===== src/rtl/lsu_pkg.sv =====
// Shared LSU types and sizes used by the store commit sequencer.
package lsu_pkg;

    localparam int LDQ_SIZE = 8;
    localparam int STQ_SIZE = 8;
    localparam int LW       = $clog2(LDQ_SIZE);
    localparam int SW       = $clog2(STQ_SIZE);

    typedef struct packed {
        logic        valid;
        logic [31:0] address;
        logic [31:0] data;
    } store_queue_entry;

    typedef enum logic [1:0] {
        IDLE  = 2'd0,
        CHECK = 2'd1,
        FLUSH = 2'd2,
        WRITE = 2'd3
    } commit_seq_state_t;

    // Next STQ slot; SW-bit arithmetic wraps STQ_SIZE-1 back to 0.
    function automatic logic [SW-1:0] stq_next(input logic [SW-1:0] idx);
        return idx + 1'b1;
    endfunction

endpackage


===== src/rtl/circular_priority_selector.sv =====
// Finds the first set request at or after `head`, wrapping past N-1 to 0.
// Used to pick the oldest failing load relative to the LDQ head.
module circular_priority_selector #(
    parameter int N = 8
) (
    input  logic [N-1:0]         requests,
    input  logic [$clog2(N)-1:0] head,
    output logic [$clog2(N)-1:0] index,
    output logic                 found
);

    localparam int W = $clog2(N);

    logic [W-1:0] w_pos;

    // Scan from head in age order and keep the first hit.
    always_comb begin
        // NOTE: every output of a combinational block gets a default first, so no path can leave it unassigned and infer a latch.
        index = '0;
        found = 1'b0;
        w_pos = '0;
        for (int k = 0; k < N; k++) begin
            // NOTE: blocking assignments here because each iteration must see the value written by the previous one.
            w_pos = head + W'(k);
            if (!found && requests[w_pos]) begin
                found = 1'b1;
                index = w_pos;
            end
        end
    end

endmodule


===== src/rtl/store_commit_sequencer.sv =====
// Drains committed stores from the STQ head in program order: one check
// cycle against the order failure detector, an optional flush of the
// oldest failing load, then a D-cache write and deallocation.
module store_commit_sequencer
    import lsu_pkg::*;
(
    input  logic                clk,
    input  logic                reset_n,
    input  logic                rob_commit_store,
    input  store_queue_entry    store_queue_entries [STQ_SIZE],
    input  logic [LW-1:0]       ldq_head,
    input  logic [LDQ_SIZE-1:0] order_failures,
    output logic [SW-1:0]       stq_head,
    output logic [SW-1:0]       stq_commit_index,
    output logic                stq_commit_valid,
    output logic                dcache_req_valid,
    input  logic                dcache_req_ready,
    output logic [31:0]         dcache_req_address,
    output logic [31:0]         dcache_req_data,
    output logic                stq_dealloc,
    output logic                flush_req,
    output logic [LW-1:0]       flush_ldq_index,
    input  logic                flush_ack
);

    commit_seq_state_t r_state;
    commit_seq_state_t w_state_next;

    logic [SW:0]      r_pending;
    logic [SW:0]      w_pending_next;
    logic [SW-1:0]    r_head;
    logic [LW-1:0]    r_flush_idx;
    logic [31:0]      r_req_address;
    logic [31:0]      r_req_data;

    logic             w_handshake;
    logic             w_load_req;
    logic             w_fail_found;
    logic [LW-1:0]    w_oldest_fail;
    store_queue_entry w_head_entry;

    assign w_head_entry = store_queue_entries[r_head];

    circular_priority_selector #(
        .N (LDQ_SIZE)
    ) u_oldest_fail (
        .requests (order_failures),
        .head     (ldq_head),
        .index    (w_oldest_fail),
        .found    (w_fail_found)
    );

    // A write retires exactly when the D-cache accepts it in WRITE.
    assign w_handshake    = (r_state == WRITE) && dcache_req_ready;
    assign w_pending_next = r_pending
                          + (SW+1)'(rob_commit_store)
                          - (SW+1)'(w_handshake);

    // Next-state selection and state-decoded outputs.
    always_comb begin
        w_state_next     = r_state;
        w_load_req       = 1'b0;
        stq_commit_valid = 1'b0;
        dcache_req_valid = 1'b0;
        stq_dealloc      = 1'b0;
        flush_req        = 1'b0;
        unique case (r_state)
            IDLE: begin
                if ((r_pending != '0) || rob_commit_store) begin
                    w_state_next = CHECK;
                end
            end
            CHECK: begin
                stq_commit_valid = 1'b1;
                if (w_fail_found) begin
                    w_state_next = FLUSH;
                end else begin
                    w_state_next = WRITE;
                    w_load_req   = 1'b1;
                end
            end
            FLUSH: begin
                flush_req = 1'b1;
                // The store is already committed, so it is written even after a flush.
                if (flush_ack) begin
                    w_state_next = WRITE;
                    w_load_req   = 1'b1;
                end
            end
            WRITE: begin
                dcache_req_valid = 1'b1;
                if (dcache_req_ready) begin
                    stq_dealloc  = 1'b1;
                    w_state_next = (w_pending_next != '0) ? CHECK : IDLE;
                end
            end
            default: w_state_next = IDLE;
        endcase
    end

    // State register.
    always_ff @(posedge clk or negedge reset_n) begin
        if (!reset_n) begin
            // NOTE: sequential state uses non-blocking assignments so every register samples pre-edge values.
            r_state <= IDLE;
        end else begin
            r_state <= w_state_next;
        end
    end

    // Count of committed stores not yet written out.
    always_ff @(posedge clk or negedge reset_n) begin
        if (!reset_n) begin
            r_pending <= '0;
        end else begin
            r_pending <= w_pending_next;
        end
    end

    // STQ head advances on each accepted write.
    always_ff @(posedge clk or negedge reset_n) begin
        if (!reset_n) begin
            r_head <= '0;
        end else if (w_handshake) begin
            r_head <= stq_next(r_head);
        end
    end

    // Capture the oldest failing load during the single check cycle.
    always_ff @(posedge clk or negedge reset_n) begin
        if (!reset_n) begin
            r_flush_idx <= '0;
        end else if ((r_state == CHECK) && w_fail_found) begin
            r_flush_idx <= w_oldest_fail;
        end
    end

    // Latch the head store on entry to WRITE so address/data hold under back-pressure; zero otherwise.
    always_ff @(posedge clk or negedge reset_n) begin
        if (!reset_n) begin
            r_req_address <= '0;
            r_req_data    <= '0;
        end else if (w_load_req) begin
            r_req_address <= w_head_entry.address;
            r_req_data    <= w_head_entry.data;
        end else if (w_handshake) begin
            r_req_address <= '0;
            r_req_data    <= '0;
        end
    end

    assign stq_head           = r_head;
    assign stq_commit_index   = r_head;
    assign flush_ldq_index    = r_flush_idx;
    assign dcache_req_address = r_req_address;
    assign dcache_req_data    = r_req_data;

    // The STQ must hold a valid entry at the head whenever a store is in flight.
    head_valid_a: assert property (@(posedge clk) disable iff (!reset_n)
                                   (r_state != IDLE) |-> w_head_entry.valid);

endmodule


===== config.mk =====
export PLATFORM = sky130hd
export DESIGN_NAME = store_commit_sequencer
export DESIGN_NICKNAME = d
export VERILOG_FILES = /design/src/rtl/lsu_pkg.sv /design/src/rtl/circular_priority_selector.sv /design/src/rtl/store_commit_sequencer.sv
export SDC_FILE = /design/constraint.sdc
export NUM_CORES = 1
export LEC_CHECK = 0
export CORE_AREA = 2 2 239 241
export CTS_CLUSTER_DIAMETER = 120
export DETAILED_ROUTE_END_ITERATION = 10
export DIE_AREA = 0 0 241 243
export MAX_ROUTING_LAYER = met4
export SYNTH_ARGS = -nofsm -noshare
export SYNTH_HDL_FRONTEND = slang
export SYNTH_SLANG_ARGS = --single-unit

===== constraint.sdc =====
create_clock -name clk -period 3.89 [get_ports clk]
set_input_delay 1.167 -clock clk [delete_from_list [all_inputs] [get_ports clk]]
set_output_delay 1.167 -clock clk [all_outputs]
set_load 0.005 [all_outputs]

Word level (Yosys, flattened, before mapping)
Cells that the tools add are included.

operators by class
  multiplexer cells = 52
  eq/ne operators = 6
  reductions and logical operators = 22
  $add $sub $neg = 10
  order comparisons = 9
  bitwise gates (word level) = 1

operators by type and width
  operator                                                  number
  binary-select mux 65 bit (select 3 bit)                   1
  2-to-1 mux 64 bit                                         2
  2-to-1 mux 32 bit                                         3
  < comparator 3 x 4 -> 1 bit, second input constant        8
  2-to-1 mux 1 bit                                          25
  binary-select mux 1 bit (select 3 bit)                    8
  2-to-1 mux 3 bit                                          8
  adder 3 bit, second input constant                        4
  logical AND 1 bit                                         9
  case mux 2 bit (4 select lines)                           1
  nonzero test 4 bit                                        2
  zero test 1 bit                                           7
  adder 3 x 1 -> 3 bit, second input constant               2
  adder 3 x 2 -> 3 bit, second input constant               2
  2-to-1 mux 2 bit                                          3
  != test 2 bit, second input constant                      3
  adder 4 x 1 -> 4 bit                                      1
  equality test 2 bit, second input constant                2
  greater-or-equal comparator 4 bit, second input constant  1
  NOT 3 -> 4 bit                                            1
  subtractor 4 x 1 -> 4 bit                                 1
  AND reduction 3 bit                                       1
  equality test 2 x 1 -> 1 bit, second input constant       1
  zero test 2 bit                                           1
  3 further kinds                                           3

storage, ports and cells
  bits of input ports = 536
  output and inout port bits = 77
  word-level logic and storage cells = 106
  register bits = 76

Depth between registers and ports, before layout
Gate-level depths: netlist of the first run.

  depth after elaboration = 27
  depth in mapped cells = 13
  depth with buffers taken out = 12

Hierarchy
From an unflattened synthesis of the first run, not the netlist that was laid out.

second synthesis, totals
  cells, all modules = 563
  area total of the unflattened synthesis = 7646.1 um2

modules (own cells, without submodules)
  module                      seq. area each (um2)  area an instance (um2)  cells each  instances
  store_commit_sequencer      1901.8                6565.0                  442         1
  circular_priority_selector  0.0                   1081.0                  121         1

Least setup slack after synthesis of the first run
Ideal clock, no wire load.

  kind = input-to-reg
  from = input ldq_head[1]
  to = register r_req_address[0] (netlist: dcache_req_address[0])
  setup time = 125 ps
  stages on the path = 13
  path buffers = 4
  slack = 152 ps
  data arrival time = 3613 ps
  data required time = 3765 ps
  path through = buf_2 inv_1 ha_1 buf_2 mux2_2 nor3_1 a221oi_4 nor2_4 and4_4 o21ai_4 buf_12 buf_12 mux2i_1

on the way
  longest elaborated chain between the ends = 27
  elaborated cells between the ends (all ways) = 49
  those cells by class = add/sub (7); mux (27); reduce/logical (15)

ends and longest elaborated chain
  what                                                            RTL line                          text
  start, declared                                                 store_commit_sequencer.sv:11      input logic [LW-1:0] ldq_head,
  branches (longest 23 deep; another with adder 3 x 1 -> 3 bit)   n/a
  2-to-1 mux 1 bit (*)                                            circular_priority_selector.sv:25  if (!found && requests[w_pos]) begin
  2-to-1 mux 1 bit (*)                                            store_commit_sequencer.sv:75      if (w_fail_found) begin
  case mux 1 bit (2 select lines) (*)                             store_commit_sequencer.sv:67      unique case (r_state)
  2-to-1 mux 32 bit / nonzero test 2 bit (equally long branches)  n/a
  end signal, assigned                                            store_commit_sequencer.sv:144     r_req_address <= w_head_entry.address;
  end, declared                                                   store_commit_sequencer.sv:33      logic [31:0] r_req_address;

Every way passes the cells marked *. The select of a mux whose other input is x is not followed.
A chain may end at the register's enable or synchronous reset.

Worst setup path after layout of the first run
  from = input ldq_head[1]
  to = register r_req_data[30] (netlist: dcache_req_data[30])

on the way
  longest elaborated chain between the ends = 27
  elaborated cells between the ends (all ways) = 49
  those cells by class = add/sub (7); mux (27); reduce/logical (15)

ends and longest elaborated chain
  what                                                            RTL line                          text
  branches (longest 23 deep; another with adder 3 x 1 -> 3 bit)   n/a
  2-to-1 mux 1 bit (*)                                            circular_priority_selector.sv:25
  2-to-1 mux 1 bit (*)                                            store_commit_sequencer.sv:75
  case mux 1 bit (2 select lines) (*)                             store_commit_sequencer.sv:67
  2-to-1 mux 32 bit / nonzero test 2 bit (equally long branches)  n/a
  end signal, assigned                                            store_commit_sequencer.sv:145     r_req_data <= w_head_entry.data;
  end, declared                                                   store_commit_sequencer.sv:34      logic [31:0] r_req_data;

Marked as above.

==> flow_summary.toml, run 1 <==
[yosys]
synth-async-reset-ratio = 1.00
synth_warnings = 0
yosys.area.top_type_share = 0.382
synth.avg_cell_area_um2 = 13.0
seq_area_frac_synth = 0.239
total_standard_cell_area_after_synthesis_mm2 = 0.00795
synth-edff-count = 0
synth_commonest_cells = "sky130_fd_sc_hd__mux2i_1, sky130_fd_sc_hd__mux4_2, sky130_fd_sc_hd__dfrtp_1, sky130_fd_sc_hd__nand2_1, sky130_fd_sc_hd__clkbuf_1"
synthCells = 612
synth_fp_nets = 1162
synth_ff_type = "sky130_fd_sc_hd__dfrtp_1"
synthDistinctLibCells = 54
synthTopCellsByArea = "sky130_fd_sc_hd__mux4_2, sky130_fd_sc_hd__dfrtp_1, sky130_fd_sc_hd__mux2i_1, sky130_fd_sc_hd__nand2_1, sky130_fd_sc_hd__ha_1"
synth-seq-cells = 76
synth.largest_area_cell = "sky130_fd_sc_hd__mux4_2"
yosysMostFrequentCell = "sky130_fd_sc_hd__mux2i_1"

[worst_setup_path]
crit_type = "input pin to register"
data_required_time_at_the_worst_endpoint_ns = 4.18
cp_slowest_cell = "sky130_fd_sc_hd__clkdlybuf4s50_1"
setup_crit_start = "ldq_head[1]"
reg2reg_from = "r_state[0]"
worstSetupEndpointType = "register"
critical_path.cell_chain = "clkdlybuf4s50_1 > inv_1 > ha_4 > buf_4 > mux4_2 > a32oi_4 > nor2_1 > and4_4 > o21ai_4 > buf_12 > clkbuf_16 > mux2i_1"
critPathArrivalTime_ns = 4.09
worst_path_largest_cell_delay_ns = 0.59
critical_path.startpoint_type = "input pin"
crit_path_max_fanout = 18

[cts]
clockRootBuffer = "sky130_fd_sc_hd__clkbuf_16"
number_of_cts_inserted_buffers = 9
clock_transition_at_path_regs_ns = 0.07
tritoncts_clock_tree = "built"
post_cts_hold_buffer_count = 0
cts-htree-levels = 3
clk-insertion-delay-late_ns = 0.37
cts.path.max_buffers = 2
cts.sink_count = 76

[sta]
layout_worst_path_cycle_share = 0.977
clock-skew-final_ns = 0.0140
fin_crit_ns = 3.80
timing.final.setup_violations = 0
tightestPinTransition_ns = 0.960
relSlewSlack = 0.360
hold_violations = 0
maxClockFrequency_mhz = 263
maxSlewViolCount = 0
holdWs_ns = 0.524

[cells_and_area]
layout_net_count = 1766
fin_util = 0.276
final_cells = 1981
area_growth_syn_to_layout_pct = 94.4
share_of_final_layout_standard_cells_stronger_than_drive_strength_1 = 0.179
design_area_mm2 = 0.0155

[place]
place.port_buffers = 604
place_hpwl_um = 33900
dpl-instance-area_mm2 = 0.0150
globalplace.congestion = 0.902
numPlacedInstances = 1958

[worst_hold_path]
hold_start = "dcache_req_data[29]"
hp-class = "register to register"

[routing]
via_count = 8105
route.detailed.drc = 0
drt_iter0_markers = 302
antenna_violating_nets_post_route = 0
viasPerCell = 4.09
postRouteWirelength_um = 41700
drt_first_pass_iters = 4
routedWlPerCell_um = 21.0

[power_and_ir_drop]
vdd_ir_drop_max_mv = 0.321
finalPower_mw = 8.00
power.static_leakage_nw = 6.18
cellPowerDensity_mw_per_mm2 = 518

[flow_run]
max_cap_violations = 0

[global_routing]
grt_antenna_before_repair = 4
global_route.usage.total = 0.137
grt_pass1_vias = 8636
grt_remaining_overflow = 0
pin_count_of_the_biggest_net_entering_global_routing = 82
grt_first_pass_wirelength_um = 56200

[floorplan]
io_pins = 613
die_w_um = 241
floorplan.rows = 87
fp.dieArea_mm2 = 0.0586
area_of_the_core_region_mm2 = 0.0560
start_util = 0.142
chip_height_um = 243

[status]
run_status = "complete, no violations"
cells in the final DEF (no fill, tap or decap), types with 7 or more instances in the layout:
master | Yosys | routed
sky130_fd_sc_hd__a21oi_1 | 7 | 7
sky130_fd_sc_hd__buf_12 | 7 | 8
sky130_fd_sc_hd__buf_4 | 4 | 38
sky130_fd_sc_hd__clkbuf_16 | 0 | 11
sky130_fd_sc_hd__clkdlybuf4s50_1 | 0 | 603
sky130_fd_sc_hd__dfrtp_1 | 76 | 73
sky130_fd_sc_hd__ha_1 | 13 | 11
sky130_fd_sc_hd__inv_1 | 17 | 17
sky130_fd_sc_hd__mux2i_1 | 142 | 142
sky130_fd_sc_hd__mux4_2 | 135 | 135
sky130_fd_sc_hd__nand2_1 | 75 | 74
sky130_fd_sc_hd__nor2_1 | 12 | 12
sky130_fd_sc_hd__o21ai_0 | 8 | 8
critical path: cells and delay by family:
| family | cells | cell delay, ns |
|---|---|---|
| AOI/OAI and AO/OA | 2 | 0.47 |
| buffers and inverters | 5 | 1.28 |
| muxes | 2 | 0.55 |
| and+or+nand+nor | 2 | 0.29 |
| adders and majority gates | 1 | 0.32 |
power breakdown:
| group | switching (mW) | total, mW | leakage (nW) | internal [mW] |
|---|---|---|---|---|
| clock network | 0.408 | 0.844 | 0.126 | 0.436 |
| logic | 2.36 | 5.64 | 5.07 | 3.28 |
| registers | 0.336 | 1.52 | 0.982 | 1.18 |
| total | 3.10 | 8.00 | 6.18 | 4.90 |
metal layers:
metal | GRT usage | vias to the layer above | share of wire
li1 | - | 3658 | -
met4 | 0.0376 | 0 | 0.019
met5 | - | - | 0
met1 | 0.154 | 4006 | 0.39
met2 | 0.241 | 409 | 0.51
met3 | 0.0316 | 32 | 0.078
what timing repair did:
item / CTS / global route
setup endpoints to repair: 0 / 36
resized for setup: 0 / 10
setup buffers: 0 / 1
metrics by stage:
stage,setup slack (ns),setup TNS (ns)
4_1_cts,0.0700,0
5_1_grt,-0.0183,-0.0502
3_3_place_gp,-0.262,-14.22
2_1_floorplan,0.152,0
3_5_place_dp,-0.347,-18.56
6_report,0.0905,0
final cells by class:
type                            instances  area (µm²)
Clock inverter                          5        37.5
Inverter                               17        63.8
Sequential cell                        76        1910
Fill cell                            5836       40500
Antenna cell                            4        10.0
Tap cell                              756         946
Multi-Input combinational cell        459        5670
Clock buffer                           11         233
Timing Repair Buffer                  653        6590
cells by family after synthesis:
kind of cell / synth area share
adders and majority gates: 0.0230
DFF: 0.239
AOI/OAI and AO/OA: 0.0459
buffers and inverters: 0.0559
xor gates and xnor gates: 0.00881
muxes: 0.569
and+or+nand+nor: 0.0587
state kept, by name, indices dropped and copies added, names as in the netlist:
signal              cells
flush_ldq_index         3
r_pending               4
dcache_req_address     32
r_state                 2
dcache_req_data        32
stq_commit_index        3
final timing paths:
| path | to | slack [ns] | cells after the start |
|---|---|---|---|
| min in group asynchronous | dcache_req_address[12] | 0.67 | 1 |
| max in group asynchronous | stq_commit_index[0] | 2.48 | 2 |
| min reg2reg | dcache_req_data[29] | 0.52 | 2 |
| max | dcache_req_data[30] | 0.09 | 12 |
| min | dcache_req_data[29] | 0.52 | 2 |
| max reg2reg | r_state[0] | 1.12 | 11 |
(Power assumes the default switching activity.)
==> inputs of run 2 (changes only) <==
GPL_TIMING_DRIVEN = 0   (was not set)
==> flow_summary.toml, run 2 (synthesized netlist as in run 1, its figures left out) <==
[sta]
maxSlewViolCount = 0
clock-skew-final_ns = 0.0124
setup_slack_ns = 0.301
rsz0062_at_grt = "false"
relSlewSlack = 0.0507
layout_worst_path_cycle_share = 0.923
tightestPinTransition_ns = 1.42
finalSetupTns_ns = 0
timing.final.setup_violations = 0
hold_violations = 0
fin_crit_ns = 3.59
maxClockFrequency_mhz = 279

[worst_setup_path]
crit_type = "input pin to output pin"
path_buf_inv = 3
crit_cells = 4
crit_path_max_fanout = 4
rr_worst_depth = 5
cp_slowest_cell = "sky130_fd_sc_hd__clkdlybuf4s50_1"
worst_path_largest_cell_delay_ns = 0.54
critical_path.cell_chain = "clkdlybuf4s50_1 > nand2_1 > inv_1 > clkdlybuf4s50_1"
worst_path_most_repeated_cell = "sky130_fd_sc_hd__clkdlybuf4s50_1"
reg2reg_from = "stq_commit_index[1]"
critical_path.startpoint_type = "input pin"
path_delay_family = "buffers and inverters"
data_required_time_at_the_worst_endpoint_ns = 2.72
setup_crit_start = "dcache_req_ready"
critPathArrivalTime_ns = 2.42
worstSetupEndpointType = "output pin"

[floorplan]
start_util = 0.142
die_w_um = 241
fp.dieArea_mm2 = 0.0586
chip_height_um = 243
area_of_the_core_region_mm2 = 0.0560
floorplan.rows = 87
io_pins = 613

[global_routing]
grt_antenna_before_repair = 15
global_route.usage.total = 0.151
grt_pass1_vias = 8863
grt_remaining_overflow = 0
grt_first_pass_wirelength_um = 60200
pin_count_of_the_biggest_net_entering_global_routing = 44

[cells_and_area]
total_area_of_multi_input_combinational_cells_mm2 = 0.00568
final.fill_count = 5856
mostFrequentLayoutCells = "sky130_fd_sc_hd__clkdlybuf4s50_1, sky130_fd_sc_hd__mux2i_1, sky130_fd_sc_hd__mux4_2, sky130_fd_sc_hd__dfrtp_1, sky130_fd_sc_hd__nand2_1"
most_frequent_standard_cell_in_the_layout_excluding_fill_and_tap_cells = "sky130_fd_sc_hd__clkdlybuf4s50_1"
area_growth_syn_to_layout_pct = 94.9
share_of_final_layout_standard_cells_stronger_than_drive_strength_1 = 0.166
layout_net_count = 1791
regArea_mm2 = 0.00190

[place]
globalplace.congestion = 0.898
place.port_buffers = 603
place_hpwl_um = 38100
pre_cts_ws_ns = -0.856

[routing]
postRouteWirelength_um = 45700
routedWlPerCell_um = 22.7
drt_first_pass_iters = 4
m1WireLength_um = 18500
top_layer = "met4"
via_count = 8367
drt_iter0_markers = 431
met2_wirelength_um = 22700
route.detailed.drc = 0
viasPerCell = 4.16
antenna_violating_nets_post_route = 0
routed-wl-met3_um = 3560

[worst_hold_path]
hold_start = "dcache_req_data[30]"
hp-class = "register to register"
worst_hold_path.num_cells = 2

[cts]
cts.path.max_buffers = 2
clock_transition_at_path_regs_ns = 0.06
cts.sink_count = 76
clockRootBuffer = "sky130_fd_sc_hd__clkbuf_16"
number_of_cts_inserted_buffers = 9
tritoncts_clock_tree = "built"
clk-insertion-delay-late_ns = 0.38
cts-htree-levels = 3

[status]
run_status = "complete, no violations"

[power_and_ir_drop]
power.static_leakage_nw = 6.16
finalPower_mw = 8.33
cellPowerDensity_mw_per_mm2 = 538
vdd_ir_drop_max_mv = 0.327

[flow_run]
max_cap_violations = 0
-- run 2: cell count changes in the layout (fill, tap and decap cells not counted), moves of 3 or more --
| cell | before | now |
|---|---|---|
| sky130_fd_sc_hd__mux2i_1 | 142 | 139 |
| sky130_fd_sc_hd__diode_2 | 4 | 10 |
| sky130_fd_sc_hd__dfrtp_4 | 3 | 0 |
| sky130_fd_sc_hd__clkbuf_1 | 2 | 31 |
| sky130_fd_sc_hd__buf_1 | 0 | 11 |
| sky130_fd_sc_hd__mux2i_2 | 0 | 3 |
| sky130_fd_sc_hd__dfrtp_1 | 73 | 76 |
| sky130_fd_sc_hd__buf_4 | 38 | 16 |
| sky130_fd_sc_hd__clkdlybuf4s50_1 | 603 | 600 |
| sky130_fd_sc_hd__buf_2 | 0 | 3 |
| sky130_fd_sc_hd__buf_6 | 0 | 6 |
-- run 2: metal layers --
layer / vias up / GRT usage
met5: - / -
met4: 0 / 0.0501
met3: 37 / 0.0330
met2: 456 / 0.254
met1: 4155 / 0.176
li1: 3719 / -
-- run 2: path summary, 6_finish.rpt --
kind                       slack (ns)                     end
setup / recovery                 0.30             stq_dealloc
hold / removal                   0.52     dcache_req_data[30]
setup reg to reg                 0.48     dcache_req_data[18]
hold reg to reg                  0.52     dcache_req_data[30]
max in group asynchronous        2.47     stq_commit_index[2]
min in group asynchronous        0.77  dcache_req_address[10]
-- run 2: metrics by stage --
| step | cell area, µm² | hold slack [ns] | utilization | std cells |
|---|---|---|---|---|
| 2_1_floorplan | 7950 | 0.525 | - | 612 |
| 3_3_place_gp | 14900 | 0.512 | 0.267 | 1971 |
| 3_5_place_dp | 15000 | 0.519 | 0.267 | 1972 |
| 4_1_cts | 15300 | 0.529 | 0.273 | 1992 |
| 5_1_grt | 15500 | 0.549 | 0.277 | 2011 |
| 6_report | 15500 | 0.523 | 0.277 | 2012 |
-- run 2: what timing repair did --
| action | in CTS | in global routing |
|---|---|---|
| setup buffers | 4 | 8 |
| setup endpoints to repair | 68 | 67 |
| hold buffers | 0 | 0 |
| gates resized for setup | 8 | 13 |
| pin swaps | 0 | 5 |
| gates cloned | 0 | 2 |
-- run 2: layout make-up --
class | count | area share
Multi-Input combinational cell | 459 | 0.367
Sequential cell | 76 | 0.123
Clock buffer | 10 | 0.0148
Clock inverter | 6 | 0.00250
Buffer | 60 | 0.0258
Antenna cell | 10 | 0.00161
Inverter | 17 | 0.00460
Timing Repair Buffer | 618 | 0.400
Tap cell | 756 | 0.0610
-- run 2: report_power, final --
| part | switching (mW) | internal [mW] | leakage [nW] |
|---|---|---|---|
| logic | 2.79 | 3.28 | 5.04 |
| registers | 0.249 | 1.17 | 0.985 |
| clock network | 0.405 | 0.432 | 0.129 |
-- run 2: worst register-to-register path, delay by kind of cell, from the launching register on --
family	cells	cell delay (ns)
multiplexers	3	0.84
flip-flops	1	0.52
buffers and inverters	2	1.92
==> inputs of run 3 (changes only) <==
CORE_AREA = 2 2 238 240   (was 2 2 239 241)
CTS_CLUSTER_SIZE = 10   (was not set)
DIE_AREA = 0 0 240 242   (was 0 0 241 243)
TNS_END_PERCENT = 1   (was not set)
clock period = 3.5 ns   (was 3.89 ns; I/O delays follow)
==> flow_summary.toml, run 3 (synthesized netlist as in run 1, its figures left out) <==
[worst_setup_path]
crit_type = "input pin to register"
critical_path.startpoint_type = "input pin"
data_required_time_at_the_worst_endpoint_ns = 3.80
critPathArrivalTime_ns = 3.70
worst_path_most_repeated_cell = "sky130_fd_sc_hd__mux2i_1"
worst_path_largest_cell_delay_ns = 0.63
cp_slowest_cell = "sky130_fd_sc_hd__clkdlybuf4s50_1"
critical_path.cell_chain = "clkdlybuf4s50_1 > mux2i_1 > mux4_2 > a32oi_4 > nor2_2 > and4_4 > o21ai_4 > buf_12 > clkbuf_16 > mux2i_1"
ff2ff_setup_slack_ns = 0.43
worstSetupEndpointType = "register"
crit_path_max_fanout = 8

[routing]
drt_iter0_markers = 299
drt_first_pass_iters = 6
viasPerCell = 4.13
route.detailed.drc = 0
postRouteWirelength_um = 46700
antenna_violating_nets_post_route = 0
via_count = 8343
routedWlPerCell_um = 23.1

[cts]
number_of_cts_inserted_buffers = 9
clock_transition_at_path_regs_ns = 0.07
clk-insertion-delay-late_ns = 0.38
cts.path.max_buffers = 2
cts-htree-levels = 3
cts.sink_count = 76
clockRootBuffer = "sky130_fd_sc_hd__clkbuf_16"
post_cts_hold_buffer_count = 0
tritoncts_clock_tree = "built"

[global_routing]
global_route.usage.total = 0.158
grt_first_pass_wirelength_um = 62300
grt_pass1_vias = 8986
grt_remaining_overflow = 0
pin_count_of_the_biggest_net_entering_global_routing = 43
grt_antenna_before_repair = 16

[cells_and_area]
layout_net_count = 1790
most_frequent_standard_cell_in_the_layout_excluding_fill_and_tap_cells = "sky130_fd_sc_hd__clkdlybuf4s50_1"
total_area_of_multi_input_combinational_cells_mm2 = 0.00568
final_cells = 2018
final.fill_count = 5863
design_area_mm2 = 0.0156
mostFrequentLayoutCells = "sky130_fd_sc_hd__clkdlybuf4s50_1, sky130_fd_sc_hd__mux2i_1, sky130_fd_sc_hd__mux4_2, sky130_fd_sc_hd__dfrtp_1, sky130_fd_sc_hd__nand2_1"
regArea_mm2 = 0.00190
area_growth_syn_to_layout_pct = 96.7
share_of_final_layout_standard_cells_stronger_than_drive_strength_1 = 0.168

[power_and_ir_drop]
combinationalPowerShare = 0.719
swShare = 0.405
power.static_leakage_nw = 6.22
pwr-share-clk = 0.112
finalPower_mw = 9.37
p_seq_frac = 0.169
power_report.internal_total_mw = 5.57
vdd_ir_drop_max_mv = 0.275
cellPowerDensity_mw_per_mm2 = 599
power.switching_mw = 3.80

[sta]
fin_crit_ns = 3.40
maxClockFrequency_mhz = 294
relSlewSlack = 0.171
layout_worst_path_cycle_share = 0.971
holdWs_ns = 0.524
tightestPinTransition_ns = 1.24
hold_violations = 0
clock-skew-final_ns = 0.00958
rsz0062_at_grt = "true"
timing.final.setup_violations = 0
maxSlewViolCount = 0

[floorplan]
start_util = 0.143
die_w_um = 240
io_pins = 613
area_of_the_core_region_mm2 = 0.0557
fp.dieArea_mm2 = 0.0581
chip_height_um = 242
floorplan.rows = 87

[place]
place.port_buffers = 603
place_hpwl_um = 38900
dpl-instance-area_mm2 = 0.0150
globalplace.congestion = 0.960
numPlacedInstances = 1972

[worst_hold_path]
hp-class = "register to register"

[flow_run]
max_cap_violations = 0

[status]
run_status = "complete, no violations"
==> run 3: area by class of cell <==
class / instances / share of cell area
flip-flops and latches: 76 / 0.122
clock buffers: 11 / 0.0155
well taps: 756 / 0.0605
plain buffers: 60 / 0.0266
multi-input cells: 459 / 0.363
inverters: 17 / 0.00456
clock inverters: 5 / 0.00376
repair buffers: 617 / 0.402
diodes: 17 / 0.00272
==> run 3: timing repair <==
item | 4_1_cts | 5_1_grt
buffers inserted | 6 | 1
gates cloned | 0 | 6
endpoints found under the hold margin | 0 | 0
pin swaps | 3 | 4
setup endpoints to repair | 68 | 67
gates resized for setup | 16 | 11
==> run 3: path summary, 6_finish.rpt <==
check	cells past startpoint	startpoint	endpoint
max	10	order_failures[7]	dcache_req_address[10]
min	2	dcache_req_data[18]	dcache_req_data[18]
max reg2reg	5	stq_commit_index[1]	dcache_req_address[3]
min reg2reg	2	dcache_req_data[18]	dcache_req_data[18]
max in group asynchronous	2	reset_n	dcache_req_data[31]
min in group asynchronous	1	reset_n	dcache_req_address[10]
==> run 3: metrics by stage <==
| stage | utilization | TNS [ns] | setup WS [ns] |
|---|---|---|---|
| after detailed placement | 0.269 | -66.88 | -1.04 |
| after CTS | 0.276 | -4.31 | -0.0982 |
| after global placement | 0.268 | -216.73 | -2.01 |
| final | 0.281 | 0 | 0.103 |
| after global routing | 0.280 | -0.000752 | -0.000752 |
| after floorplan | - | 0 | 0.0111 |
==> run 3: power groups by stage <==
stage / Sequential [mW] / Combinational [mW] / Clock (mW)
2_1_floorplan: 1.56 / 3.80 / 0
3_3_place_gp: 1.59 / 6.67 / 0
3_5_place_dp: 1.61 / 6.70 / 0
4_1_cts: 1.60 / 6.75 / 1.10
5_1_grt: 1.64 / 7.23 / 1.13
6_report: 1.58 / 6.73 / 1.05
==> run 3: metal layers <==
layer | GRT usage | part of all wire | up-vias
met5 | - | 0 | -
met4 | 0.0568 | 0.029 | 0
met3 | 0.0501 | 0.089 | 46
met2 | 0.259 | 0.48 | 453
met1 | 0.179 | 0.40 | 4101
li1 | - | - | 3743
==> run 3: critical path: cells and delay by family <==
kind	cells	cell delay (ns)
AND/OR/NAND/NOR	2	0.28
AO/OA/AOI/OAI	2	0.50
multiplexers	3	0.81
buffers and inverters	3	1.04
